**src/rtl/pwm_capture.sv**
```systemverilog
// pwm_capture: decodes an asynchronous PWM input into period, high time and an R-bit duty code.
// Latency: SYNC_STAGES cycles to edge detect (+FILT_LEN with PWM_CAP_GLITCH_FILT_EN), then R+1 cycles to meas_valid.
// Optional: define PWM_CAP_GLITCH_FILT_EN to reject input pulses shorter than FILT_LEN cycles.

module pwm_capture #(
  parameter int R           = 8,
  parameter int CW          = 16,
  parameter int SYNC_STAGES = 2,
  parameter int FILT_LEN    = 3
) (
  input  logic          clk,
  input  logic          reset_n,
  input  logic          pwm_in,
  input  logic          clr,
  output logic [CW-1:0] period,
  output logic [CW-1:0] high_time,
  output logic [R-1:0]  duty,
  output logic          meas_valid,
  output logic          stuck,
  output logic          stuck_level,
  output logic          overrun
);

  localparam logic [CW-1:0] CNT_MAX = {CW{1'b1}};
  localparam int            DCW     = (R > 1) ? $clog2(R) : 1;

  typedef enum logic [1:0] {
    M_IDLE,
    M_HIGH,
    M_LOW
  } mstate_t;

  // Elaboration guard: the synchronizer needs two flops, the divider shift needs R >= 2.
  if (SYNC_STAGES < 2 || FILT_LEN < 1 || R < 2) begin : g_param_check
    $error("pwm_capture: need SYNC_STAGES >= 2, FILT_LEN >= 1, R >= 2");
  end

  // ---------------------------------------------------------------------------
  // Input path
  // ---------------------------------------------------------------------------
  logic [SYNC_STAGES-1:0] sync_q;
  logic                   sync_out;
  logic                   cur;
  logic                   prev;
  logic                   rise;
  logic                   fall;

  // Synchronizer chain; resets high so it agrees with the previous-sample register.
  always_ff @(posedge clk or negedge reset_n) begin
    if (!reset_n) begin
      sync_q <= '1;
    end else begin
      sync_q <= {sync_q[SYNC_STAGES-2:0], pwm_in};
    end
  end

  assign sync_out = sync_q[SYNC_STAGES-1];

`ifdef PWM_CAP_GLITCH_FILT_EN
  localparam int FCW = (FILT_LEN > 1) ? $clog2(FILT_LEN) : 1;

  logic           filt_lvl;
  logic [FCW-1:0] filt_cnt;

  // Glitch filter: a new level is accepted after FILT_LEN consecutive samples at that level.
  always_ff @(posedge clk or negedge reset_n) begin
    if (!reset_n) begin
      filt_lvl <= 1'b1;
      filt_cnt <= '0;
    end else if (sync_out == filt_lvl) begin
      filt_cnt <= '0;
    end else if (filt_cnt == FCW'(FILT_LEN - 1)) begin
      filt_lvl <= sync_out;
      filt_cnt <= '0;
    end else begin
      filt_cnt <= filt_cnt + FCW'(1);
    end
  end

  assign cur = filt_lvl;
`else
  // No filter: the synchronizer output feeds edge detection directly.
  assign cur = sync_out;
`endif

  // Previous sample resets high so an input held high gives no rise at reset release.
  always_ff @(posedge clk or negedge reset_n) begin
    if (!reset_n) begin
      prev <= 1'b1;
    end else begin
      prev <= cur;
    end
  end

  assign rise = ~prev & cur;
  assign fall = prev & ~cur;

  // ---------------------------------------------------------------------------
  // Measurement FSM
  // ---------------------------------------------------------------------------
  mstate_t       state, state_nxt;
  logic [CW-1:0] cnt_p, cnt_p_nxt;
  logic [CW-1:0] cnt_h, cnt_h_nxt;
  logic [CW-1:0] h_lat, h_lat_nxt;
  logic          complete;
  logic          timeout;

  // State and counter registers.
  always_ff @(posedge clk or negedge reset_n) begin
    if (!reset_n) begin
      state <= M_IDLE;
      cnt_p <= '0;
      cnt_h <= '0;
      h_lat <= '0;
    end else begin
      state <= state_nxt;
      cnt_p <= cnt_p_nxt;
      cnt_h <= cnt_h_nxt;
      h_lat <= h_lat_nxt;
    end
  end

  // Next-state: arm on the first rise, time the high and low phases, complete on the next rise.
  always_comb begin
    state_nxt = state;
    cnt_p_nxt = cnt_p;
    cnt_h_nxt = cnt_h;
    h_lat_nxt = h_lat;
    complete  = 1'b0;
    timeout   = 1'b0;
    if (clr) begin
      state_nxt = M_IDLE;
      cnt_p_nxt = '0;
      cnt_h_nxt = '0;
    end else begin
      case (state)
        M_IDLE: begin
          if (rise) begin
            state_nxt = M_HIGH;
            cnt_p_nxt = CW'(1);
            cnt_h_nxt = CW'(1);
          end
        end
        M_HIGH: begin
          if (cnt_p == CNT_MAX) begin
            timeout   = 1'b1;
            state_nxt = M_IDLE;
          end else begin
            cnt_p_nxt = cnt_p + CW'(1);
            cnt_h_nxt = cnt_h + CW'(1);
            if (fall) begin
              state_nxt = M_LOW;
              h_lat_nxt = cnt_h;
            end
          end
        end
        M_LOW: begin
          if (cnt_p == CNT_MAX) begin
            timeout   = 1'b1;
            state_nxt = M_IDLE;
          end else if (rise) begin
            complete  = 1'b1;
            state_nxt = M_HIGH;
            cnt_p_nxt = CW'(1);
            cnt_h_nxt = CW'(1);
          end else begin
            cnt_p_nxt = cnt_p + CW'(1);
          end
        end
        default: begin
          state_nxt = M_IDLE;
        end
      endcase
    end
  end

  // ---------------------------------------------------------------------------
  // Restoring divider: duty = floor(h * 2^R / p), one quotient bit per cycle
  // ---------------------------------------------------------------------------
  logic           div_busy;
  logic [DCW-1:0] div_cnt;
  logic [CW-1:0]  div_p;
  logic [CW-1:0]  div_h;
  logic [CW:0]    div_rem;
  logic [R-1:0]   div_q;
  logic [CW:0]    rem_sh;
  logic           rem_ge;
  logic [CW:0]    rem_step;
  logic [R-1:0]   q_step;
  logic           div_last;
  logic           accept;

  // h < p, so the first CW dividend bits leave remainder h; only the R appended zeros need steps.
  assign rem_sh   = div_rem << 1;
  assign rem_ge   = (rem_sh >= {1'b0, div_p});
  assign rem_step = rem_ge ? (rem_sh - {1'b0, div_p}) : rem_sh;
  assign q_step   = {div_q[R-2:0], rem_ge};
  assign div_last = div_busy && (div_cnt == DCW'(R - 1));
  // The divider counts as free during its final step, so a back-to-back completion is kept.
  assign accept   = complete && (!div_busy || div_last);

  // Divider datapath: load on an accepted completion, otherwise step while busy.
  always_ff @(posedge clk or negedge reset_n) begin
    if (!reset_n) begin
      div_busy <= 1'b0;
      div_cnt  <= '0;
      div_p    <= '0;
      div_h    <= '0;
      div_rem  <= '0;
      div_q    <= '0;
    end else if (clr) begin
      div_busy <= 1'b0;
      div_cnt  <= '0;
    end else begin
      if (div_busy) begin
        div_rem <= rem_step;
        div_q   <= q_step;
        div_cnt <= div_cnt + DCW'(1);
        if (div_last) begin
          div_busy <= 1'b0;
        end
      end
      if (accept) begin
        div_busy <= 1'b1;
        div_cnt  <= '0;
        div_p    <= cnt_p;
        div_h    <= h_lat;
        div_rem  <= {1'b0, h_lat};
        div_q    <= '0;
      end
    end
  end

  // ---------------------------------------------------------------------------
  // Outputs and status flags
  // ---------------------------------------------------------------------------

  // Measurement outputs load together with the final quotient bit and pulse meas_valid.
  always_ff @(posedge clk or negedge reset_n) begin
    if (!reset_n) begin
      period     <= '0;
      high_time  <= '0;
      duty       <= '0;
      meas_valid <= 1'b0;
    end else if (clr) begin
      period     <= '0;
      high_time  <= '0;
      duty       <= '0;
      meas_valid <= 1'b0;
    end else begin
      meas_valid <= div_last;
      if (div_last) begin
        period    <= div_p;
        high_time <= div_h;
        duty      <= q_step;
      end
    end
  end

  // Sticky overrun on a dropped completion; stuck set on timeout, cleared by a fresh measurement.
  always_ff @(posedge clk or negedge reset_n) begin
    if (!reset_n) begin
      overrun     <= 1'b0;
      stuck       <= 1'b0;
      stuck_level <= 1'b0;
    end else if (clr) begin
      overrun     <= 1'b0;
      stuck       <= 1'b0;
      stuck_level <= 1'b0;
    end else begin
      if (complete && !accept) begin
        overrun <= 1'b1;
      end
      if (div_last) begin
        stuck <= 1'b0;
      end
      if (timeout) begin
        stuck       <= 1'b1;
        stuck_level <= cur;
      end
    end
  end

endmodule
```
**config.mk**
```make
export PLATFORM = sky130hd
export DESIGN_NAME = pwm_capture
export DESIGN_NICKNAME = d
export VERILOG_FILES = /design/src/rtl/pwm_capture.sv
export SDC_FILE = /design/constraint.sdc
export NUM_CORES = 1
export LEC_CHECK = 0
export BUFFER_PORTS_ARGS = -buffer_cell sky130_fd_sc_hd__buf_2
export CAP_MARGIN = 30
export CORE_UTILIZATION = 65
export DETAILED_ROUTE_END_ITERATION = 8
export GPL_ROUTABILITY_DRIVEN = 0
export PLACE_DENSITY = 0.85
export SETUP_SLACK_MARGIN = 0.4
export SYNTH_ARGS = -nofsm -noshare
export SYNTH_HDL_FRONTEND = slang
export SYNTH_SLANG_ARGS = --single-unit
export TNS_END_PERCENT = 30
```
**constraint.sdc**
```tcl
create_clock -name clk -period 5.8 [get_ports clk]
set_input_delay 1.74 -clock clk [delete_from_list [all_inputs] [get_ports clk]]
set_output_delay 1.74 -clock clk [all_outputs]
set_load 0.01 [all_outputs]
```
; After elaboration in Yosys (flattened, before gate mapping)
; Index checks and enable logic that the tools add are counted.
; Widths: inputs -> output; s select.
[op_classes]
n_eq_ne = 8
muxes = 50
bitwise_logic = 6
n_reduce_logical = 20
add_sub_neg = 4
order_cmp = 1
[op_table]
columns = op, n
row1 = $mux 16, 16
row2 = $pmux 16 s3, 2
row3 = $add 16x1->16 const B, 2
row4 = $mux 1, 19
row5 = $ge 17x16->1, 1
row6 = $eq 16x16->1 const B, 1
row7 = $mux 8, 2
row8 = $sub 16x16->16, 1
row9 = $mux 7, 2
row10 = $mux 2, 5
row11 = $mux 3, 3
row12 = $ne 3x3->1 const B, 3
row13 = $reduce_and 4->1, 2
row14 = $reduce_bool 2->1, 4
row15 = $pmux 2 s3, 1
row16 = $reduce_bool 3->1, 2
row17 = $ne 4x4->1 const B, 1
row18 = $not 1->1, 4
row19 = $reduce_and 2->1, 2
row20 = $reduce_bool 4->1, 1
row21 = $add 3x1->3 const B, 1
row22 = $eq 3x3->1 const B, 1
row23 = $logic_and 1x1->1, 3
row24 = $reduce_and 3->1, 1
row25 = 7 further kinds, 9
[word_totals]
input_bits = 4
word_cells = 108
register_bits = 156
output_inout_bits = 44

; Depth between registers and ports, before layout
; Gate-level depths: netlist of run 1.
[depth]
ltp_word = 11
mapped_depth = 11

; Worst setup path after synthesis of run 1
; No wires, ideal clock.
[synth_path]
path_type = input port to flip-flop
start = input port clr
end = register h_lat[10]
path_slack_ns = 2.559
arrival_time_ns = 3.116
setup_time_ns = 0.125
n_path_buf = 2
required_ns = 5.675
stages = 6
path_cell_list = nand2b_1 > clkbuf_1 > nand2b_1 > nor2_2 > buf_2 > mux2_2
[synth_between]
elab_chain_cells = 2
[synth_rtl]
columns = element, line
row1 = from (decl), 14  ; input logic clr,
row2 = $not 1->1 (no source line), -
row3 = $reduce_and 4->1 (no source line), -
row4 = to (signal assigned), 119  ; h_lat <= h_lat_nxt;
row5 = to (decl), 104  ; logic [CW-1:0] h_lat, h_lat_nxt;
; Every way passes these cells.
; A chain may end at the register's enable or synchronous reset.

; Final worst setup path of run 1
[layout_path]
start = input port clr
end = register h_lat[15]
; Same word-level chain as after synthesis.

==> flow_metrics.py, run 1 <==
metrics = {
    "clock_tree": {
        "cts_made_buffers": 17,
        "cts_tree": "built",
        "insertion_delay_ns": 0.43,
        "ctsRootBufferMaster": "clkbuf_16",
        "post-cts-setup-buffers": 0,
        "cts_buffer_depth": 2,
        "cts.clk_slew.worst_paths_ns": 0.06,
        "holdBufCountCts": 0,
        "post_cts_resized": 0,
        "clock_sinks": 156,
        "h-tree-depth": 4,
    },
    "layout": {
        "final_core_util_pct": 74.5,
        "mostFrequentLayoutCells": "dfrtp_1, nand2_1, o21ai_0",
        "layout.nets": 809,
        "final_common_cell": "dfrtp_1",
        "area_growth_pct": 12.0,
        "antenna_cells": 0,
        "drive_gt1_share_pct": 15.7,
    },
    "worst_setup_path": {
        "crit_path_top_delay_cell": "nor2_2",
        "timing.critical_path.slowest_cell_delay_ns": 0.65,
        "arrival_ns": 3.71,
        "start_kind": "input port",
        "crit_buf_inv": 1,
        "cp_common_cell": "nand2b_1",
        "critPathCaptureType": "register",
        "path_cells": "buf_2 -> nand2b_1 -> nand2b_1 -> nor2_2 -> mux2_2",
        "required_ns": 6.10,
        "worst_path_dominant_cell_family": "simple AND/OR/NAND/NOR gates",
        "crit_fanout": 22,
        "r2r_setup_slack_ns": 2.55,
        "worstSetupPathType": "in2reg",
    },
    "routing": {
        "drc": 0,
        "antenna_left": 0,
        "drtPass1Iterations": 5,
        "wire_per_inst_um": 19.1,
        "drtIter0Drc": 663,
        "viasPerCell": 6.45,
        "via_count": 6027,
        "routed_wl_um": 17900,
    },
    "yosys": {
        "synth-seq-area-share_pct": 51.7,
        "synth.avg_cell_area_um2": 10.2,
        "ys.flop_type": "dfrtp_1",
        "synth_cells": 742,
        "syn-num-nets": 771,
        "ys_types": 71,
        "synth_edf_count": 0,
        "async_flop_share_pct": 100,
        "synth.cell_area_mm2": 0.00756,
        "ys_seq_elements": 156,
        "yosysWarnings": 0,
    },
    "sta": {
        "max_freq_ghz": 0.293,
        "clock_skew_ns": 0.00589,
        "period_minus_slack_ns": 3.41,
        "finalSetupViolCount": 0,
        "relSlewSlack_pct": 45.1,
        "grt_setup_unrepaired": "no",
        "slew_violations": 0,
        "setup_tns_ns": 0,
        "timing.final.crit_share_pct": 58.8,
        "hold_viol": 0,
        "tightest_slew_ns": 0.821,
    },
    "placement": {
        "post-dp-hpwl_um": 11700,
        "numPortBuffers": 47,
    },
    "worst_hold_path": {
        "min_path_type": "reg2reg",
    },
    "floorplanning": {
        "die_x_um": 110,
        "initial_core_util_pct": 66.5,
        "die_area_mm2": 0.0121,
        "core_mm2": 0.0114,
        "row_count": 39,
        "pin_count": 48,
        "fp.dieH_um": 110,
    },
    "grt": {
        "antenna_found_initial": 0,
        "grt_max_degree": 78,
        "grt_pass1_vias": 5880,
        "grt_pass1_wl_um": 29200,
        "grt-ovfl-total": 0,
        "grt_usage_pct": 32.1,
    },
    "power_and_ir_drop": {
        "power_frac_comb_pct": 36.2,
        "p_per_area_mw_per_mm2": 442,
        "clock_power_share_pct": 28.4,
        "p_leak_nw": 4.18,
        "switching_share_pct": 35.1,
        "irDropWorstVdd_uv": 448,
        "power_frac_seq_pct": 35.4,
        "p_int_mw": 2.43,
        "p_sw_mw": 1.32,
    },
    "flow_run": {
        "maxCapViolCount": 0,
    },
    "run_status": {
        "status": "complete, no violations",
    },
}
stage by stage:
| step | hold WS, ns | power, mW | area (um2) | setup slack [ns] | instances |
|---|---|---|---|---|---|
| after global placement | 0.346 | 2.60 | 7900 | 2.08 | 903 |
| after floorplan | 0.345 | 2.38 | 7560 | 2.56 | 742 |
| after CTS | 0.357 | 3.73 | 8460 | 2.43 | 933 |
| after detailed placement | 0.349 | 2.65 | 7900 | 1.99 | 903 |
| final | 0.356 | 3.75 | 8480 | 2.39 | 934 |
| after global routing | 0.359 | 3.96 | 8480 | 2.25 | 934 |
layout make-up:
cell class | count | area (um2)
clock buffers | 22 | 464
fillers | 729 | 2890
multi-input cells | 526 | 3430
repair buffers | 54 | 307
flip-flops and latches | 156 | 3910
inverters | 25 | 93.8
clock inverters | 8 | 93.8
well taps | 143 | 179
state kept, by name (all words and copies together) (netlist names), 2 cells and up:
name	flops
cnt_h	16
cnt_p	16
div_cnt	3
div_h	16
div_p	16
div_q	7
div_rem	16
duty	8
h_lat	16
high_time	16
period	16
state	2
sync_q	2
Yosys cell counts (4+ instances only):
| library cell | instances | area (um2) |
|---|---|---|
| a21oi_1 | 28 | 140 |
| xor2_1 | 7 | 61.3 |
| nor2_1 | 44 | 165 |
| o31ai_1 | 9 | 67.6 |
| nand2_1 | 104 | 390 |
| nand4_1 | 4 | 25.0 |
| a31oi_1 | 9 | 56.3 |
| a22oi_1 | 13 | 97.6 |
| mux2_2 | 17 | 191 |
| or3_1 | 6 | 37.5 |
| nand3_1 | 20 | 100 |
| nand2b_1 | 6 | 37.5 |
| a211oi_1 | 5 | 37.5 |
| nor2b_1 | 8 | 50.1 |
| dfrtp_1 | 153 | 3830 |
| o21ai_0 | 62 | 310 |
| nor3_1 | 9 | 45.0 |
| o41ai_1 | 4 | 35.0 |
| o211ai_1 | 4 | 30.0 |
| o21ai_1 | 9 | 45.0 |
| ha_1 | 24 | 300 |
| xnor2_1 | 6 | 52.6 |
| inv_1 | 25 | 93.8 |
| a21o_1 | 12 | 90.1 |
| clkbuf_1 | 21 | 78.8 |
| a22o_1 | 48 | 420 |
| mux2i_1 | 11 | 110 |
| buf_2 | 11 | 55.1 |
| and3_1 | 5 | 31.3 |
| o21a_1 | 5 | 37.5 |
layer usage:
| metal | up-vias | global-route usage, % | share of wire [%] |
|---|---|---|---|
| met1 | 2957 | 41.7 | 42 |
| met4 | 0 | 13.0 | 2.3 |
| met3 | 45 | 6.16 | 6.1 |
| met5 | - | 0 | 0 |
| met2 | 270 | 52.9 | 49 |
| li1 | 2755 | - | - |
path summary, 6_finish.rpt:
path / from / to / depth (start not counted)
hold reg to reg: sync_q[0] / sync_q[1] / 0
setup reg to reg: cnt_p[0] / div_rem[2] / 7
setup / recovery: clr / h_lat[15] / 5
max in group asynchronous: reset_n / cnt_h[15] / 2
hold / removal: sync_q[0] / sync_q[1] / 0
min in group asynchronous: reset_n / cnt_p[10] / 1
power by group through the flow:
stage | clock, mW | combinational, mW | sequential (mW)
2_1_floorplan | 0 | 1.08 | 1.30
3_3_place_gp | 0 | 1.26 | 1.33
3_5_place_dp | 0 | 1.32 | 1.34
4_1_cts | 1.08 | 1.34 | 1.32
5_1_grt | 1.12 | 1.50 | 1.34
6_report | 1.06 | 1.36 | 1.33
cells by family (layout without fill, tap and decap cells):
group,Yosys count,in the layout,synth area share [%]
compound gates,228,228,20.7
xor+xnor,13,13,1.51
fa+ha+maj,25,25,4.23
buf+inv,60,109,3.26
flops,156,156,51.7
mux,28,28,3.99
simple gates,232,232,14.7
Power figures use the tool's default switching activity.
==> run 2: changes to the inputs <==
- ABC_AREA: default -> 1
- CORE_UTILIZATION: 65 -> 61
- PLACE_DENSITY: 0.85 -> 0.8
- clock period: 5.8 -> 3.2 ns (I/O delays scaled with it)
==> flow_metrics.py, run 2 <==
metrics = {
    "clock_tree": {
        "cts.clk_slew.worst_paths_ns": 0.06,
        "cts_made_buffers": 17,
        "ctsRootBufferMaster": "clkbuf_16",
        "holdBufCountCts": 0,
        "post_cts_resized": 0,
        "clock_sinks": 156,
        "post-cts-setup-buffers": 0,
        "cts_tree": "built",
        "h-tree-depth": 4,
        "cts_buffer_depth": 2,
        "insertion_delay_ns": 0.43,
    },
    "yosys": {
        "synth.cell_area_mm2": 0.00824,
        "synth_cells": 1021,
        "synth_edf_count": 0,
        "yosysMostFrequentCell": "nand2_1",
        "ys_types": 44,
        "synth-seq-area-share_pct": 47.4,
        "ys_top_cells_by_count": "nand2_1, dfrtp_1, inv_1",
        "yosysWarnings": 0,
        "ys.flop_type": "dfrtp_1",
        "syn-num-nets": 1050,
        "ys_seq_elements": 156,
        "synth_top_cell_by_area": "dfrtp_1",
        "yosysTopAreaCellShare_pct": 46.5,
        "ys_top_cells_by_area": "dfrtp_1, nand2_1, inv_1",
        "async_flop_share_pct": 100,
        "synth.avg_cell_area_um2": 8.07,
    },
    "layout": {
        "final_core_util_pct": 69.7,
        "layout.nets": 1088,
        "mostFrequentLayoutCells": "nand2_1, dfrtp_1, inv_1",
        "antenna_cells": 0,
        "drive_gt1_share_pct": 11.7,
        "final_common_cell": "nand2_1",
        "area_growth_pct": 11.6,
    },
    "sta": {
        "finalSetupViolCount": 0,
        "period_minus_slack_ns": 2.55,
        "setup_tns_ns": 0,
        "tightest_slew_ns": 0.610,
        "max_freq_ghz": 0.393,
        "hold_viol": 0,
        "timing.final.crit_share_pct": 79.6,
        "hold_ws_ns": 0.358,
        "clock_skew_ns": 0.0114,
        "relSlewSlack_pct": 59.3,
        "grt_setup_unrepaired": "no",
        "slew_violations": 0,
    },
    "grt": {
        "grt-ovfl-total": 0,
        "antenna_found_initial": 0,
        "grt_usage_pct": 30.7,
        "grt_max_degree": 70,
        "grt_pass1_wl_um": 33300,
        "grt_pass1_vias": 6587,
    },
    "routing": {
        "routed_wl_um": 20100,
        "drtIter0Drc": 732,
        "viasPerCell": 5.67,
        "via_count": 7073,
        "antenna_left": 0,
        "drc": 0,
        "wire_per_inst_um": 16.1,
        "drtPass1Iterations": 5,
    },
    "worst_setup_path": {
        "timing.critical_path.slowest_cell_delay_ns": 0.42,
        "crit_fanout": 20,
        "arrival_ns": 2.85,
        "critPathCaptureType": "register",
        "worstSetupPathType": "reg2reg",
        "path_cells": "inv_1 -> ha_1 -> ha_1 -> nand2_1 -> nor2_1 -> nand3_1 -> nor2_2 -> nor2_4 -> nand2_2 -> o21ai_0 -> o21ai_1",
        "cp_common_cell": "ha_1",
        "worst_path_dominant_cell_family": "simple AND/OR/NAND/NOR gates",
        "required_ns": 3.51,
        "crit_buf_inv": 1,
        "start_kind": "register",
        "crit_path_top_delay_cell": "o21ai_0",
    },
    "floorplanning": {
        "initial_core_util_pct": 62.4,
        "pin_count": 48,
        "die_x_um": 118,
        "die_area_mm2": 0.0140,
        "core_mm2": 0.0132,
        "fp.dieH_um": 118,
        "row_count": 42,
    },
    "power_and_ir_drop": {
        "p_sw_mw": 2.74,
        "fin_total_pwr_mw": 7.22,
        "p_int_mw": 4.48,
        "p_per_area_mw_per_mm2": 786,
        "power_frac_comb_pct": 35.5,
        "clock_power_share_pct": 29.9,
        "irDropWorstVdd_uv": 386,
        "power_frac_seq_pct": 34.7,
        "p_leak_nw": 4.52,
        "switching_share_pct": 37.9,
    },
    "placement": {
        "post-dp-hpwl_um": 13900,
        "numPortBuffers": 47,
    },
    "worst_hold_path": {
        "min_path_type": "in2async",
    },
    "run_status": {
        "status": "complete, no violations",
    },
    "flow_run": {
        "maxCapViolCount": 0,
    },
}
## run 2: changes by cell type in the layout (fill, tap and decap cells not counted), sizes merged, moves of 36 or more
cell / delta
a22o: -48
nand2: +90
nor2: +53
inv: +139
nand3: +88
o21ai: +36
## run 2: routing by layer
layer / up-vias / GRT usage [%] / routed length, um
li1: 3376 / - / -
met1: 3366 / 43.6 / 9020
met2: 277 / 46.1 / 9150
met3: 54 / 5.69 / 1290
met4: 0 / 13.8 / 617
met5: - / 0 / 0
## run 2: area by class of cell
class                      instances  area, um2
fill                            1069       4000
sequential                       156       3910
multi-input combinational        671       3510
inverter                         160        608
clock buffer                      19        433
timing repair buffer              53        319
tap                              176        220
clock inverter                    12        188
## run 2: power groups by stage
| stage | registers [mW] | clock network, mW | logic (mW) |
|---|---|---|---|
| 6_report | 2.50 | 2.16 | 2.56 |
| 5_1_grt | 2.53 | 2.24 | 2.90 |
| 4_1_cts | 2.50 | 2.16 | 2.52 |
| 3_5_place_dp | 2.52 | 0 | 2.48 |
| 3_3_place_gp | 2.51 | 0 | 2.43 |
| 2_1_floorplan | 2.44 | 0 | 1.96 |
## run 2: stage by stage
| stage | area, um2 | cells | worst slack, ns |
|---|---|---|---|
| after floorplan | 8240 | 1021 | 1.05 |
| after global placement | 8550 | 1215 | 0.518 |
| after detailed placement | 8570 | 1216 | 0.441 |
| after CTS | 9190 | 1247 | 0.711 |
| after global routing | 9190 | 1247 | 0.485 |
| final | 9190 | 1247 | 0.653 |
## run 2: worst register-to-register path: cells and delay by family (launching register included)
family | cells | cell delay, ns
buffers and inverters | 1 | 0.09
AND/OR/NAND/NOR | 6 | 0.84
flip-flops | 1 | 0.39
AO/OA/AOI/OAI | 2 | 0.55
adder cells (fa/ha/maj) | 2 | 0.56
## run 2: worst paths after layout
kind                            from           end  slack [ns]  cells past startpoint
min reg2reg                sync_q[0]     sync_q[1]        0.36                      0
max                         div_p[1]    div_rem[4]        0.65                     11
min                          reset_n  high_time[8]        0.36                      1
min in group clk           sync_q[0]     sync_q[1]        0.36                      0
max in group asynchronous    reset_n          prev        2.18                      2
max reg2reg                 div_p[1]    div_rem[4]        0.65                     11
## run 2: logic make-up (layout without fill, tap and decap cells)
| kind of cell | after synthesis | in the layout | synth area share [%] |
|---|---|---|---|
| adders and majority gates | 25 | 25 | 3.89 |
| DFF | 156 | 156 | 47.4 |
| xor gates and xnor gates | 13 | 13 | 1.38 |
| buffers and inverters | 194 | 244 | 9.88 |
| and+or+nand+nor | 444 | 444 | 24.9 |
| AOI/OAI and AO/OA | 189 | 189 | 12.5 |
